## src/rtl/uart_probe.sv

```systemverilog
// Byte-command debug probe: a UART-side byte stream drives 32-bit GPIO and a
// single-outstanding AXI4-Lite-style master so a host can peek/poke a bus.
module uart_probe (
  input  logic        clk,
  input  logic        m_aresetn,
  input  logic        rx_valid,
  input  logic [7:0]  rx_data,
  output logic        rx_ready,
  output logic        tx_valid,
  output logic [7:0]  tx_data,
  input  logic        tx_ready,
  output logic [31:0] gpo,
  input  logic [31:0] gpi,
  output logic [31:0] m_axi_araddr,
  output logic [2:0]  m_axi_arsize,
  output logic        m_axi_arvalid,
  input  logic        m_axi_arready,
  input  logic [31:0] m_axi_rdata,
  input  logic [1:0]  m_axi_rresp,
  input  logic        m_axi_rvalid,
  output logic        m_axi_rready,
  output logic [31:0] m_axi_awaddr,
  output logic [2:0]  m_axi_awsize,
  output logic        m_axi_awvalid,
  input  logic        m_axi_awready,
  output logic [31:0] m_axi_wdata,
  output logic [3:0]  m_axi_wstrb,
  output logic        m_axi_wvalid,
  input  logic        m_axi_wready,
  input  logic [1:0]  m_axi_bresp,
  input  logic        m_axi_bvalid,
  output logic        m_axi_bready
);

  localparam logic [7:0] CMD_GPI_RD0 = 8'd2;
  localparam logic [7:0] CMD_GPI_RD3 = 8'd5;
  localparam logic [7:0] CMD_GPO_RD0 = 8'd6;
  localparam logic [7:0] CMD_GPO_RD3 = 8'd9;
  localparam logic [7:0] CMD_GPO_WR0 = 8'd10;
  localparam logic [7:0] CMD_GPO_WR3 = 8'd13;
  localparam logic [7:0] CMD_AXI_RD0 = 8'd14;
  localparam logic [7:0] CMD_AXI_RD3 = 8'd17;
  localparam logic [7:0] CMD_AXI_WR0 = 8'd18;
  localparam logic [7:0] CMD_AXI_WR3 = 8'd21;
  localparam logic [7:0] CMD_AXI_RD  = 8'd22;
  localparam logic [7:0] CMD_AXI_WR  = 8'd23;
  localparam logic [7:0] CMD_AXI_RDC = 8'd24;
  localparam logic [7:0] CMD_AXI_WRC = 8'd25;

  typedef enum logic [2:0] {
    S_IDLE, S_ARG, S_RESP, S_AR, S_R, S_AW_W, S_B
  } state_e;

  // The port name is historical; the reset is asserted high.
  logic rst;
  assign rst = m_aresetn;

  state_e      state_q, state_d;
  logic [7:0]  cmd_q, cmd_d;
  logic [31:0] addr_q, addr_d;
  logic [31:0] gpo_q, gpo_d;
  logic [7:0]  rdata_q, rdata_d;
  logic [1:0]  rresp_q, rresp_d;
  logic [1:0]  bresp_q, bresp_d;
  logic [7:0]  tx_data_q, tx_data_d;
  logic [7:0]  wdata_q, wdata_d;
  logic        aw_done_q, aw_done_d;
  logic        w_done_q, w_done_d;

  logic rx_ready_q, rx_ready_d;
  logic tx_valid_q, tx_valid_d;
  logic arvalid_q, arvalid_d;
  logic rready_q, rready_d;
  logic awvalid_q, awvalid_d;
  logic wvalid_q, wvalid_d;
  logic bready_q, bready_d;

  logic       rx_fire;
  logic [1:0] rx_lane;
  logic [1:0] cmd_lane;
  logic       unused_rdata_hi;

  assign rx_fire = rx_valid & rx_ready_q;
  // Every four-code group starts at a code that is 2 mod 4, so lane = code[1:0]-2.
  assign rx_lane  = rx_data[1:0] - 2'd2;
  assign cmd_lane = cmd_q[1:0] - 2'd2;
  assign unused_rdata_hi = ^m_axi_rdata[31:8];

  always_comb begin
    // NOTE: every _d takes its _q first, so no branch below can infer a latch.
    state_d   = state_q;
    cmd_d     = cmd_q;
    addr_d    = addr_q;
    gpo_d     = gpo_q;
    rdata_d   = rdata_q;
    rresp_d   = rresp_q;
    bresp_d   = bresp_q;
    tx_data_d = tx_data_q;
    wdata_d   = wdata_q;
    aw_done_d = aw_done_q;
    w_done_d  = w_done_q;

    unique case (state_q)
      S_IDLE: begin
        if (rx_fire) begin
          if (rx_data inside {[CMD_GPI_RD0:CMD_GPI_RD3]}) begin
            tx_data_d = gpi[{rx_lane, 3'b000} +: 8];
            state_d   = S_RESP;
          end else if (rx_data inside {[CMD_GPO_RD0:CMD_GPO_RD3]}) begin
            tx_data_d = gpo_q[{rx_lane, 3'b000} +: 8];
            state_d   = S_RESP;
          end else if (rx_data inside {[CMD_AXI_RD0:CMD_AXI_RD3]}) begin
            tx_data_d = addr_q[{rx_lane, 3'b000} +: 8];
            state_d   = S_RESP;
          end else if (rx_data == CMD_AXI_RD) begin
            tx_data_d = rdata_q;
            state_d   = S_RESP;
          end else if (rx_data == CMD_AXI_RDC) begin
            tx_data_d = {2'b00, bresp_q, rresp_q, 2'b00};
            state_d   = S_RESP;
          end else if (rx_data inside {[CMD_GPO_WR0:CMD_GPO_WR3],
                                       [CMD_AXI_WR0:CMD_AXI_WR3],
                                       CMD_AXI_WR, CMD_AXI_WRC}) begin
            cmd_d   = rx_data;
            state_d = S_ARG;
          end
        end
      end
      S_ARG: begin
        if (rx_fire) begin
          state_d = S_IDLE;
          if (cmd_q inside {[CMD_GPO_WR0:CMD_GPO_WR3]}) begin
            gpo_d[{cmd_lane, 3'b000} +: 8] = rx_data;
          end else if (cmd_q inside {[CMD_AXI_WR0:CMD_AXI_WR3]}) begin
            addr_d[{cmd_lane, 3'b000} +: 8] = rx_data;
          end else if (cmd_q == CMD_AXI_WR) begin
            wdata_d   = rx_data;
            aw_done_d = 1'b0;
            w_done_d  = 1'b0;
            state_d   = S_AW_W;
          end else begin
            // Control byte: increment lands before the read so both bits chain.
            if (rx_data[1]) addr_d = addr_q + 32'd1;
            if (rx_data[0]) state_d = S_AR;
          end
        end
      end
      S_RESP: begin
        if (tx_valid_q && tx_ready) state_d = S_IDLE;
      end
      S_AR: begin
        if (arvalid_q && m_axi_arready) state_d = S_R;
      end
      S_R: begin
        if (rready_q && m_axi_rvalid) begin
          rdata_d = m_axi_rdata[7:0];
          rresp_d = m_axi_rresp;
          state_d = S_IDLE;
        end
      end
      S_AW_W: begin
        aw_done_d = aw_done_q | (awvalid_q & m_axi_awready);
        w_done_d  = w_done_q | (wvalid_q & m_axi_wready);
        if (aw_done_d && w_done_d) state_d = S_B;
      end
      S_B: begin
        if (bready_q && m_axi_bvalid) begin
          bresp_d = m_axi_bresp;
          state_d = S_IDLE;
        end
      end
      default: state_d = S_IDLE;
    endcase
  end

  // Handshake outputs are registered copies of what the next state requires.
  always_comb begin
    rx_ready_d = (state_d == S_IDLE) || (state_d == S_ARG);
    tx_valid_d = (state_d == S_RESP);
    arvalid_d  = (state_d == S_AR);
    rready_d   = (state_d == S_R);
    awvalid_d  = (state_d == S_AW_W) && !aw_done_d;
    wvalid_d   = (state_d == S_AW_W) && !w_done_d;
    bready_d   = (state_d == S_B);
  end

  // NOTE: state is written with non-blocking assignments so every register
  // samples pre-edge values regardless of statement order.
  always_ff @(posedge clk or posedge rst) begin
    if (rst) begin
      state_q    <= S_IDLE;
      cmd_q      <= 8'd0;
      addr_q     <= 32'd0;
      gpo_q      <= 32'd0;
      rdata_q    <= 8'd0;
      rresp_q    <= 2'd0;
      bresp_q    <= 2'd0;
      tx_data_q  <= 8'd0;
      wdata_q    <= 8'd0;
      aw_done_q  <= 1'b0;
      w_done_q   <= 1'b0;
      rx_ready_q <= 1'b0;
      tx_valid_q <= 1'b0;
      arvalid_q  <= 1'b0;
      rready_q   <= 1'b0;
      awvalid_q  <= 1'b0;
      wvalid_q   <= 1'b0;
      bready_q   <= 1'b0;
    end else begin
      state_q    <= state_d;
      cmd_q      <= cmd_d;
      addr_q     <= addr_d;
      gpo_q      <= gpo_d;
      rdata_q    <= rdata_d;
      rresp_q    <= rresp_d;
      bresp_q    <= bresp_d;
      tx_data_q  <= tx_data_d;
      wdata_q    <= wdata_d;
      aw_done_q  <= aw_done_d;
      w_done_q   <= w_done_d;
      rx_ready_q <= rx_ready_d;
      tx_valid_q <= tx_valid_d;
      arvalid_q  <= arvalid_d;
      rready_q   <= rready_d;
      awvalid_q  <= awvalid_d;
      wvalid_q   <= wvalid_d;
      bready_q   <= bready_d;
    end
  end

  assign rx_ready      = rx_ready_q;
  assign tx_valid      = tx_valid_q;
  assign tx_data       = tx_data_q;
  assign gpo           = gpo_q;
  assign m_axi_araddr  = addr_q;
  assign m_axi_awaddr  = addr_q;
  assign m_axi_arsize  = 3'b010;
  assign m_axi_awsize  = 3'b010;
  assign m_axi_arvalid = arvalid_q;
  assign m_axi_rready  = rready_q;
  assign m_axi_awvalid = awvalid_q;
  assign m_axi_wvalid  = wvalid_q;
  assign m_axi_wdata   = {24'd0, wdata_q};
  assign m_axi_wstrb   = 4'b1111;
  assign m_axi_bready  = bready_q;

endmodule

```

## config.mk

```make
export PLATFORM = sky130hd
export DESIGN_NAME = uart_probe
export DESIGN_NICKNAME = d
export VERILOG_FILES = /design/src/rtl/uart_probe.sv
export SDC_FILE = /design/constraint.sdc
export NUM_CORES = 1
export LEC_CHECK = 0
export CAP_MARGIN = 40
export CORE_MARGIN = 2
export CORE_UTILIZATION = 35
export CTS_BUF_LIST = sky130_fd_sc_hd__clkbuf_16
export CTS_CLUSTER_DIAMETER = 200
export DETAILED_ROUTE_END_ITERATION = 12
export GPL_TIMING_DRIVEN = 0
export PLACE_DENSITY = 0.66
export SLEW_MARGIN = 10
export SYNTH_ARGS = -nofsm -noshare
export SYNTH_HDL_FRONTEND = slang
export SYNTH_SLANG_ARGS = --single-unit
```

## constraint.sdc

```tcl
create_clock -name clk -period 3.72 [get_ports clk]
set_input_delay 0.558 -clock clk [delete_from_list [all_inputs] [get_ports clk]]
set_output_delay 0.558 -clock clk [all_outputs]
set_load 0.05 [all_outputs]
```

==> results of run 1 <==
## per-layer routing
metal,vias up,global-route usage (%),wire [um]
met4,0,6.71,609
met2,411,39.3,12800
li1,3296,-,-
met1,3548,33.0,10900
met3,69,5.35,2480
met5,-,0,0
## kinds of logic (layout without fill, tap and decap cells)
group / Yosys count / count (layout) / synth area share, %
simple gates: 258 / 258 / 19.2
compound gates: 213 / 213 / 19.3
buf+inv: 134 / 333 / 10.6
flops: 112 / 112 / 38.2
mux: 51 / 51 / 11.5
fa+ha+maj: 6 / 6 / 1.02
other cells: 2 / 34 / 0.102
xor+xnor: 1 / 1 / 0.119
## layout make-up
| class | count | area [sq um] | area share (%) |
|---|---|---|---|
| tap | 270 | 338 | 3.39 |
| clock buffer | 9 | 225 | 2.26 |
| inverter | 15 | 61.3 | 0.615 |
| sequential | 112 | 2800 | 28.1 |
| multi-input combinational | 563 | 3880 | 39.0 |
| buffer | 119 | 724 | 7.27 |
| timing repair buffer | 183 | 1830 | 18.3 |
| clock inverter | 7 | 103 | 1.03 |
## per-stage QoR
stage	power [mW]	TNS (ns)	instances	hold slack, ns	setup slack [ns]
after detailed placement	3.97	0	1262	0.473	0.168
after global placement	3.95	-174.54	1256	0.471	-1.57
after CTS	5.05	0	1278	0.500	0.546
after global routing	5.29	0	1278	0.521	0.275
after floorplan	3.19	0	809	0.455	0.203
final	5.07	0	1278	0.500	0.481
## critical path: stages (launching register included)
cell and delay [ns]:
dfrtp_1 0.46, inv_1 0.15, ha_1 0.16, clkbuf_1 0.34, nor3b_2 0.17, nor4_4 0.57
buf_2 0.33, buf_1 0.51, a31oi_1 0.08, o31ai_1 0.20, o21ai_0 0.12
## cell usage after synthesis (9+ instances only)
cell type and count:
nand3_1 25, nand4_1 19, o31ai_1 16, buf_4 67, buf_2 15, nand2_1 82
a21oi_1 26, o21ai_0 73, a211oi_1 13, clkbuf_1 30, a31oi_1 16, and2_1 9
a32oi_1 9, inv_1 15, nor3_1 17, mux4_2 24, nor2_1 31, dfrtp_1 112
mux2_2 26
## path summary, 6_finish.rpt
path | from | to | slack (ns) | cells past startpoint
setup / recovery | cmd_q[1] | m_axi_araddr[31] | 0.48 | 10
hold / removal | cmd_q[7] | cmd_q[7] | 0.50 | 1
setup reg to reg | cmd_q[1] | m_axi_araddr[31] | 0.48 | 10
hold reg to reg | cmd_q[7] | cmd_q[7] | 0.50 | 1
max in group asynchronous | m_aresetn | m_axi_araddr[31] | 2.47 | 3
min in group asynchronous | m_aresetn | wdata_q[1] | 0.55 | 2
## state kept, by name, summed over array words and instances, names as in the netlist, 2 cells and up
register / count
bresp_q: 2
cmd_q: 8
gpo: 32
m_axi_araddr: 32
rdata_q: 8
rresp_q: 2
state_q: 3
tx_data: 8
wdata_q: 8
## power by group through the flow
stage | logic [mW] | registers, mW | clock network [mW]
after global placement | 2.28 | 1.67 | 0
after CTS | 2.31 | 1.65 | 1.09
final | 2.33 | 1.66 | 1.08
after detailed placement | 2.30 | 1.67 | 0
after global routing | 2.48 | 1.68 | 1.14
after floorplan | 1.28 | 1.90 | 0
==> flow_summary.json, run 1 <==
{
  "first_pass_iters": 6,
  "switching_share_pct": 46.4,
  "routed_wl_mm": 26.8,
  "startpoint_type": "flop",
  "timing_hold_violations_final": 0,
  "worst_pin_slew_ns": 0.847,
  "die_x_um": 149,
  "final_cell_mix": "clkdlybuf4s50_1 (177), dfrtp_1 (112), nand2_1 (82), o21ai_0 (73), buf_4 (68)",
  "power_density_nw_per_um2": 509,
  "cts.sink_count": 112,
  "viasPerCell": 5.73,
  "cts-hold-fix-buffers": 0,
  "root_buffer": "clkbuf_16",
  "ys_types": 74,
  "status": "finished, final reports clean",
  "peakVddDrop_mv": 0.277,
  "ys_ff_latch": 112,
  "ys_seq_area_share_pct": 38.2,
  "clk_pin_slew_ns": 0.09,
  "finalMaxSlewViolations": 0,
  "syn-cell-area_sq_um": 7350,
  "area_growth_pct": 35.6,
  "setup_viol": 0,
  "htreeDepth": 3,
  "worstPathRequired_ns": 3.96,
  "grt_pass1_vias": 6943,
  "path_max_fanout": 10,
  "initial_core_util_pct": 36.0,
  "syn_inst": 777,
  "hold_class": "flop to flop",
  "ys_async_sr_fraction_pct": 100,
  "slew_headroom_pct": 43.5,
  "skew_ns": 0.0146,
  "final_common_cell": "clkdlybuf4s50_1",
  "clockBufferDepth": 2,
  "core_sq_um": 20400,
  "avgSynthCellArea_sq_um": 9.45,
  "synth_top_cell_by_area": "dfrtp_1",
  "rows": 52,
  "end_kind": "flop",
  "synth_area_leaders": "dfrtp_1 (38%), mux4_2 (7.4%), buf_4 (6.8%)",
  "cts_made_buffers": 9,
  "antenna_left": 0,
  "yosys_warnings": 0,
  "synth-main-ff-cell": "dfrtp_1",
  "synth_top_area_share_pct": 38.2,
  "die_area_sq_um": 22200,
  "cap_violations": 0,
  "insertion_delay_ns": 0.38,
  "fin_nets": 1094,
  "cts_setup_buffers": 0,
  "worstSetupPathType": "flop to flop",
  "p_sw_mw": 2.35,
  "fin_crit_ns": 3.24,
  "cts_tree": "yes",
  "fill_cells": 1952,
  "power_frac_seq_pct": 32.7,
  "gr-usage-all-layers_pct": 24.3,
  "place_area_sq_um": 9640,
  "grt_start_max_net_pins": 73,
  "fp.dieH_um": 149,
  "ctsResizeCount": 0,
  "utilization_pct": 48.8,
  "final_area_sq_um": 9960,
  "p_int_mw": 2.72,
  "antenna_found_initial": 0,
  "max_freq_mhz": 309,
  "arrival_ns": 3.48,
  "antenna_cells": 0,
  "gp_congestion": 0.927,
  "drt_iter0_drc": 827,
  "vias": 7324,
  "p_leak_nw": 4.04,
  "clkPwrFrac_pct": 21.3,
  "pin_count": 238,
  "synth_edf_count": 0,
  "drive_gt1_share_pct": 17.7,
  "drt_drc_violations_left": 0,
  "fin_crit_sh_pct": 87.1,
  "post-dp-hpwl_mm": 20.1,
  "io_buffers": 177,
  "p_comb_share_pct": 46.0,
  "grt_pass1_wl_mm": 41.3,
  "wl_per_cell_um": 21.0,
  "rsz0062_at_grt": "no",
  "grt-ovfl-total": 0
}
(Power assumes the default switching activity.)
==> inputs of run 2 (changes only) <==
--- a/config.mk
+++ b/config.mk
@@ -5,6 +5,7 @@
 export SDC_FILE = /design/constraint.sdc
 export NUM_CORES = 1
 export LEC_CHECK = 0
+export ABC_AREA = 1
 export CAP_MARGIN = 40
 export CORE_MARGIN = 2
 export CORE_UTILIZATION = 35
@@ -12,7 +13,7 @@
 export CTS_CLUSTER_DIAMETER = 200
 export DETAILED_ROUTE_END_ITERATION = 12
 export GPL_TIMING_DRIVEN = 0
-export PLACE_DENSITY = 0.66
+export PLACE_DENSITY = 0.59
 export SLEW_MARGIN = 10
 export SYNTH_ARGS = -nofsm -noshare
 export SYNTH_HDL_FRONTEND = slang
==> constraint.sdc (replaced) <==
create_clock -name clk -period 3 [get_ports clk]
set_input_delay 0.45 -clock clk [delete_from_list [all_inputs] [get_ports clk]]
set_output_delay 0.45 -clock clk [all_outputs]
set_load 0.05 [all_outputs]
==> run 2 against run 1 <==
Net effect: setup slack got worse by 0.27 ns; synthesized cell count rose by 35%; final area rose by 2.5%; highest routed layer unchanged; routed wire length rose by 4.1%; flip-flop and latch count did not move; die area rose by 3.6%; sequential power rose by 31%; critical path depth fell by 3.
==> flow_summary.json, run 2 <==
{
  "fill_cells": 2189,
  "io_buffers": 177,
  "ys_seq_area_share_pct": 36.8,
  "antenna_left": 0,
  "slew_headroom_pct": 54.9,
  "drt_iter0_drc": 580,
  "clkPwrFrac_pct": 16.7,
  "arrival_ns": 3.10,
  "timing_hold_violations_final": 0,
  "die_area_sq_um": 22900,
  "final_cell_mix": "nand2_1 (307), clkdlybuf4s50_1 (177), dfrtp_1 (112), nor2_1 (96), inv_1 (84)",
  "drive_gt1_share_pct": 14.2,
  "hold_class": "input pin to asynchronous set/reset pin",
  "power_frac_seq_pct": 28.4,
  "post-synth-top-count-cell": "nand2_1",
  "syn_inst": 1050,
  "wl_per_cell_um": 18.0,
  "cts_made_buffers": 9,
  "startpoint_type": "flop",
  "p_comb_share_pct": 54.9,
  "status": "finished, final reports clean",
  "p_sw_mw": 3.88,
  "ys_types": 48,
  "first_pass_iters": 5,
  "viasPerCell": 4.97,
  "avgSynthCellArea_sq_um": 7.25,
  "antenna_cells": 0,
  "skew_ns": 0.00935,
  "post-dp-hpwl_mm": 22.4,
  "dp_cells": 1537,
  "grt_start_max_net_pins": 38,
  "gr-usage-all-layers_pct": 24.1,
  "grt_pass1_wl_mm": 41.3,
  "root_buffer": "clkbuf_16",
  "core_sq_um": 21200,
  "synth_area_leaders": "dfrtp_1 (37%), nand2_1 (15%), buf_4 (6.9%)",
  "p_int_mw": 3.81,
  "rows": 53,
  "ys_ff_latch": 112,
  "pin_count": 238,
  "die_x_um": 151,
  "path_max_fanout": 9,
  "rsz0062_at_grt": "no",
  "r2r_slack_ns": 0.21,
  "finalMaxSlewViolations": 0,
  "worstSetupPathType": "flop to flop",
  "power_density_nw_per_um2": 752,
  "antenna_found_initial": 0,
  "final_common_cell": "nand2_1",
  "clockBufferDepth": 2,
  "gp_congestion": 0.963,
  "cts_tree": "yes",
  "fin_crit_ns": 2.79,
  "area_growth_pct": 34.2,
  "utilization_pct": 48.3,
  "ys_async_sr_fraction_pct": 100,
  "clk_pin_slew_ns": 0.08,
  "switching_share_pct": 50.4,
  "synth_edf_count": 0,
  "worst_pin_slew_ns": 0.671,
  "peakVddDrop_mv": 0.438,
  "vias": 7721,
  "final_cells": 1553,
  "synth-main-ff-cell": "dfrtp_1",
  "netlist_top_cells_count": "nand2_1 (307), dfrtp_1 (112), nor2_1 (96)",
  "insertion_delay_ns": 0.37,
  "htreeDepth": 3,
  "setup_viol": 0,
  "place_ws_ns": 0.218,
  "fin_crit_sh_pct": 93.1,
  "max_freq_mhz": 358,
  "worstPathRequired_ns": 3.31,
  "initial_core_util_pct": 36.0,
  "routed_wl_mm": 27.9,
  "fin_nets": 1364,
  "fp.dieH_um": 151,
  "cts_setup_buffers": 0,
  "synth_top_cell_by_area": "dfrtp_1",
  "cts.sink_count": 112,
  "grt_pass1_vias": 7088,
  "drt_drc_violations_left": 0,
  "end_kind": "flop",
  "grt-ovfl-total": 0,
  "yosys_warnings": 0,
  "p_leak_nw": 4.78,
  "syn-cell-area_sq_um": 7610,
  "cap_violations": 0,
  "synth_top_area_share_pct": 36.8,
  "fin_ws_ns": 0.208
}
run 2: cell types whose count changed after synthesis, moves of 19 or more:
cell	previous run	this run
nor2_1	31	96
clkbuf_1	30	11
mux4_2	24	0
inv_1	15	85
nand2_1	82	307
nand3_1	25	55
run 2: final cells by class:
cell class                      count  area, sq um  share of cell area, %
Multi-Input combinational cell    777         3890                   38.1
Sequential cell                   112         2800                   27.4
Timing Repair Buffer              180         1830                   17.9
Buffer                             92          648                   6.34
Inverter                          101          393                   3.85
Tap cell                          275          344                   3.37
Clock buffer                        9          225                   2.20
Clock inverter                      7         75.1                  0.735
run 2: kinds of logic (layout without fill, tap and decap cells):
group / Yosys count / after routing / synth area share (%)
AOI/OAI and AO/OA: 165 / 165 / 13.4
DFF: 112 / 112 / 36.8
buffers and inverters: 193 / 389 / 13.6
and+or+nand+nor: 545 / 545 / 31.5
xor gates and xnor gates: 11 / 11 / 1.27
muxes: 16 / 16 / 2.35
other: 2 / 34 / 0.0986
adders and majority gates: 6 / 6 / 0.986
run 2: power groups by stage:
| stage | clock, mW | sequential (mW) | combinational, mW |
|---|---|---|---|
| detailed placement | 0 | 2.20 | 4.20 |
| global route | 1.37 | 2.23 | 4.50 |
| finish | 1.29 | 2.18 | 4.22 |
| global placement | 0 | 2.20 | 4.18 |
| CTS | 1.31 | 2.18 | 4.21 |
| floorplan | 0 | 2.85 | 2.16 |
run 2: worst paths after layout:
kind	start	end	depth (start not counted)
worst min-delay path	m_aresetn	rdata_q[7]	2
worst max-delay path	cmd_q[0]	gpo[7]	7
min in group clk	rx_data[3]	cmd_q[3]	3
max in group asynchronous	m_aresetn	m_axi_araddr[15]	4
worst min register to register	cmd_q[7]	cmd_q[7]	2
worst max register to register	cmd_q[0]	gpo[7]	7
run 2: critical path, cell delays in order (launching register included):
cell      delay, ns
dfrtp_1        0.40
clkbuf_1       0.34
inv_1          0.17
ha_1           0.30
clkbuf_1       0.28
clkinv_1       0.33
nor3_1         0.64
mux2_2         0.27
run 2: per-layer routing:
layer  routed length [um]  GRT usage [%]  part of all wire (%)  up-vias
li1                     -              -                     -     3772
met3                 2230           4.79                   8.0       30
met5                    0              0                     0        -
met4                  471           6.48                   1.7        0
met1                13100           35.5                    47     3631
met2                12200           36.1                    44      288
run 2: repair_timing:
action	4_1_cts	5_1_grt
hold endpoints to repair	0	0
endpoints found under the setup margin	0	7
hold buffers	0	0
gates resized for setup	0	2
run 2: metrics by stage:
step,hold WS (ns),power [mW],instance area (sq um),setup TNS [ns]
after CTS,0.386,7.70,10200,0
after global routing,0.410,8.09,10200,0
final,0.373,7.69,10200,0
after detailed placement,0.453,6.40,9910,0
after floorplan,0.436,5.01,7740,0
after global placement,0.451,6.38,9850,-1.80
==> patch, RTL diff (settings of run 2) <==
The 7 states of `state_e` get a Gray code encoding in 3 bits.
--- a/src/rtl/uart_probe.sv
+++ b/src/rtl/uart_probe.sv
@@ -48,7 +48,7 @@
   localparam logic [7:0] CMD_AXI_WRC = 8'd25;
 
   typedef enum logic [2:0] {
-    S_IDLE, S_ARG, S_RESP, S_AR, S_R, S_AW_W, S_B
+    S_IDLE = 3'b000, S_ARG = 3'b001, S_RESP = 3'b011, S_AR = 3'b010, S_R = 3'b110, S_AW_W = 3'b111, S_B = 3'b101
   } state_e;
 
   // The port name is historical; the reset is asserted high.
Function: same outputs for any inputs over 4 cycles, from zero or initial values and one cycle with m_aresetn high; so few cycles prove little.
==> patch against run 2 <==
- total power decreased by 13%
- cell area fell by 0.27%
- critical path type unchanged
- largest power group unchanged
- wire length is 0.42% lower
- critical endpoint is now m_axi_araddr[8]
- setup slack worse by 0.016 ns
- area after synthesis is 0.31% lower
- synthesized cell count fell by 1.8%
- largest cell class unchanged
- sequential cell count did not move
==> patch: results (changes against run 2) <==
Non-clk buf share = 0.247 (was 0.243)
Comb power frac = 0.508 (was 0.549)
Worst-path fanout max = 11 (was 9)
Multi-input comb cells = 756 (was 777)
Clock tree cell share of total cell area = 0.0290 (was 0.0294)
Seq/Total Area, Yosys = 0.369 (was 0.368)
Worst Reg-to-Reg Cells = 14 (was 7)
Status = complete, no violations (unchanged)
Switching Share = 0.490 (was 0.504)
Crit path largest cell delay = 0.43 ns (was 0.64 ns)
Inverters = 100 (was 101)
Met2 Use GR = 0.368 (was 0.361)
Synth cell count leaders = nand2_1 (296), dfrtp_1 (112), o21ai_0 (85) (was nand2_1 (307), dfrtp_1 (112), nor2_1 (96))
Clock network fraction of design power = 0.185 (was 0.167)
DR iter-0 viols = 626 (was 580)
N_diodes = 1 (was 0)
Flop2flop setup slack = 0.19 ns (was 0.21 ns)
Buffers on Ports = 176 (was 177)
Met3 routed WL = 2.37 mm (was 2.23 mm)
Leakage power = 4.69 nW (was 4.78 nW)
Top cells by area, synth = dfrtp_1 (37%), nand2_1 (15%), buf_4 (6.7%) (was dfrtp_1 (37%), nand2_1 (15%), buf_4 (6.9%))
Post-DP HPWL = 22.1 mm (was 22.4 mm)
Final Skew = 0.00904 ns (was 0.00935 ns)
Filler Cell Count = 2,177 (was 2,189)
Wl on met1 = 12.4 mm (was 13.1 mm)
Met1 usage = 0.346 (was 0.355)
R2R Path End = m_axi_araddr[8] (was gpo[7])
DR WL met2 = 12.3 mm (was 12.2 mm)
Grt met3 use = 0.0533 (was 0.0479)
DR vias = 7,675 (was 7,721)
Multi-input gate area = 3840 um2 (was 3890 um2)
Share of layout cells above drive strength 1 = 0.157 (was 0.142)
Layout Nets = 1,344 (was 1,364)
Max VDD drop = 0.340 mV (was 0.438 mV)
GRT Total Usage = 0.244 (was 0.241)
Slowest-stage cell, CP = dfrtp_1 (was nor3_1)
patch: cell types whose count changed after synthesis, moves of 4 or more:
cell,change
a31oi_1,+6
o21ai_1,+6
buf_2,+9
a21boi_1,-5
nand2_1,-11
nor3b_1,-4
o21ai_2,-4
o31ai_1,+4
o21ai_0,+5
clkbuf_1,-8
o22ai_1,-10
nor2_1,-20
nor3_1,+6
patch: worst max path at each step:
stage,end,startpoint,cells past startpoint,slack [ns]
final,m_axi_araddr[8],cmd_q[0],14,0.19
after global routing,m_axi_araddr[25],cmd_q[0],15,0.009
after CTS,m_axi_araddr[8],cmd_q[0],14,0.14
after detailed placement,m_axi_araddr[8],cmd_q[0],14,0.18
after global placement,m_axi_araddr[29],m_aresetn,2,-0.05
after floorplan,m_axi_araddr[24],cmd_q[0],17,0.63
patch: metrics by stage:
| step | util | cells | power, W | instance area (um2) | hold slack, ns |
|---|---|---|---|---|---|
| finish | 0.482 | 1534 | 0.00672 | 10200 | 0.442 |
| global route | 0.481 | 1533 | 0.00709 | 10200 | 0.462 |
| CTS | 0.481 | 1533 | 0.00672 | 10200 | 0.423 |
| detailed placement | 0.467 | 1517 | 0.00547 | 9890 | 0.458 |
| global placement | 0.464 | 1514 | 0.00544 | 9820 | 0.463 |
| floorplan | - | 1063 | 0.00437 | 7710 | 0.460 |
patch: cells by family after synthesis:
logic type               count (synthesis)  share of synthesized area
AO/OA/AOI/OAI                          169                      0.134
XOR/XNOR                                11                     0.0127
adder cells (fa/ha/maj)                  6                    0.00989
buffers and inverters                  195                      0.141
flip-flops                             112                      0.369
multiplexers                            17                     0.0262
other                                    2                   0.000989
AND/OR/NAND/NOR                        519                      0.307
patch: worst min-delay path, cell delays in order:
cell	delay, ns
buf_4	0.16
nand2_1	0.08
o21ai_0	0.08
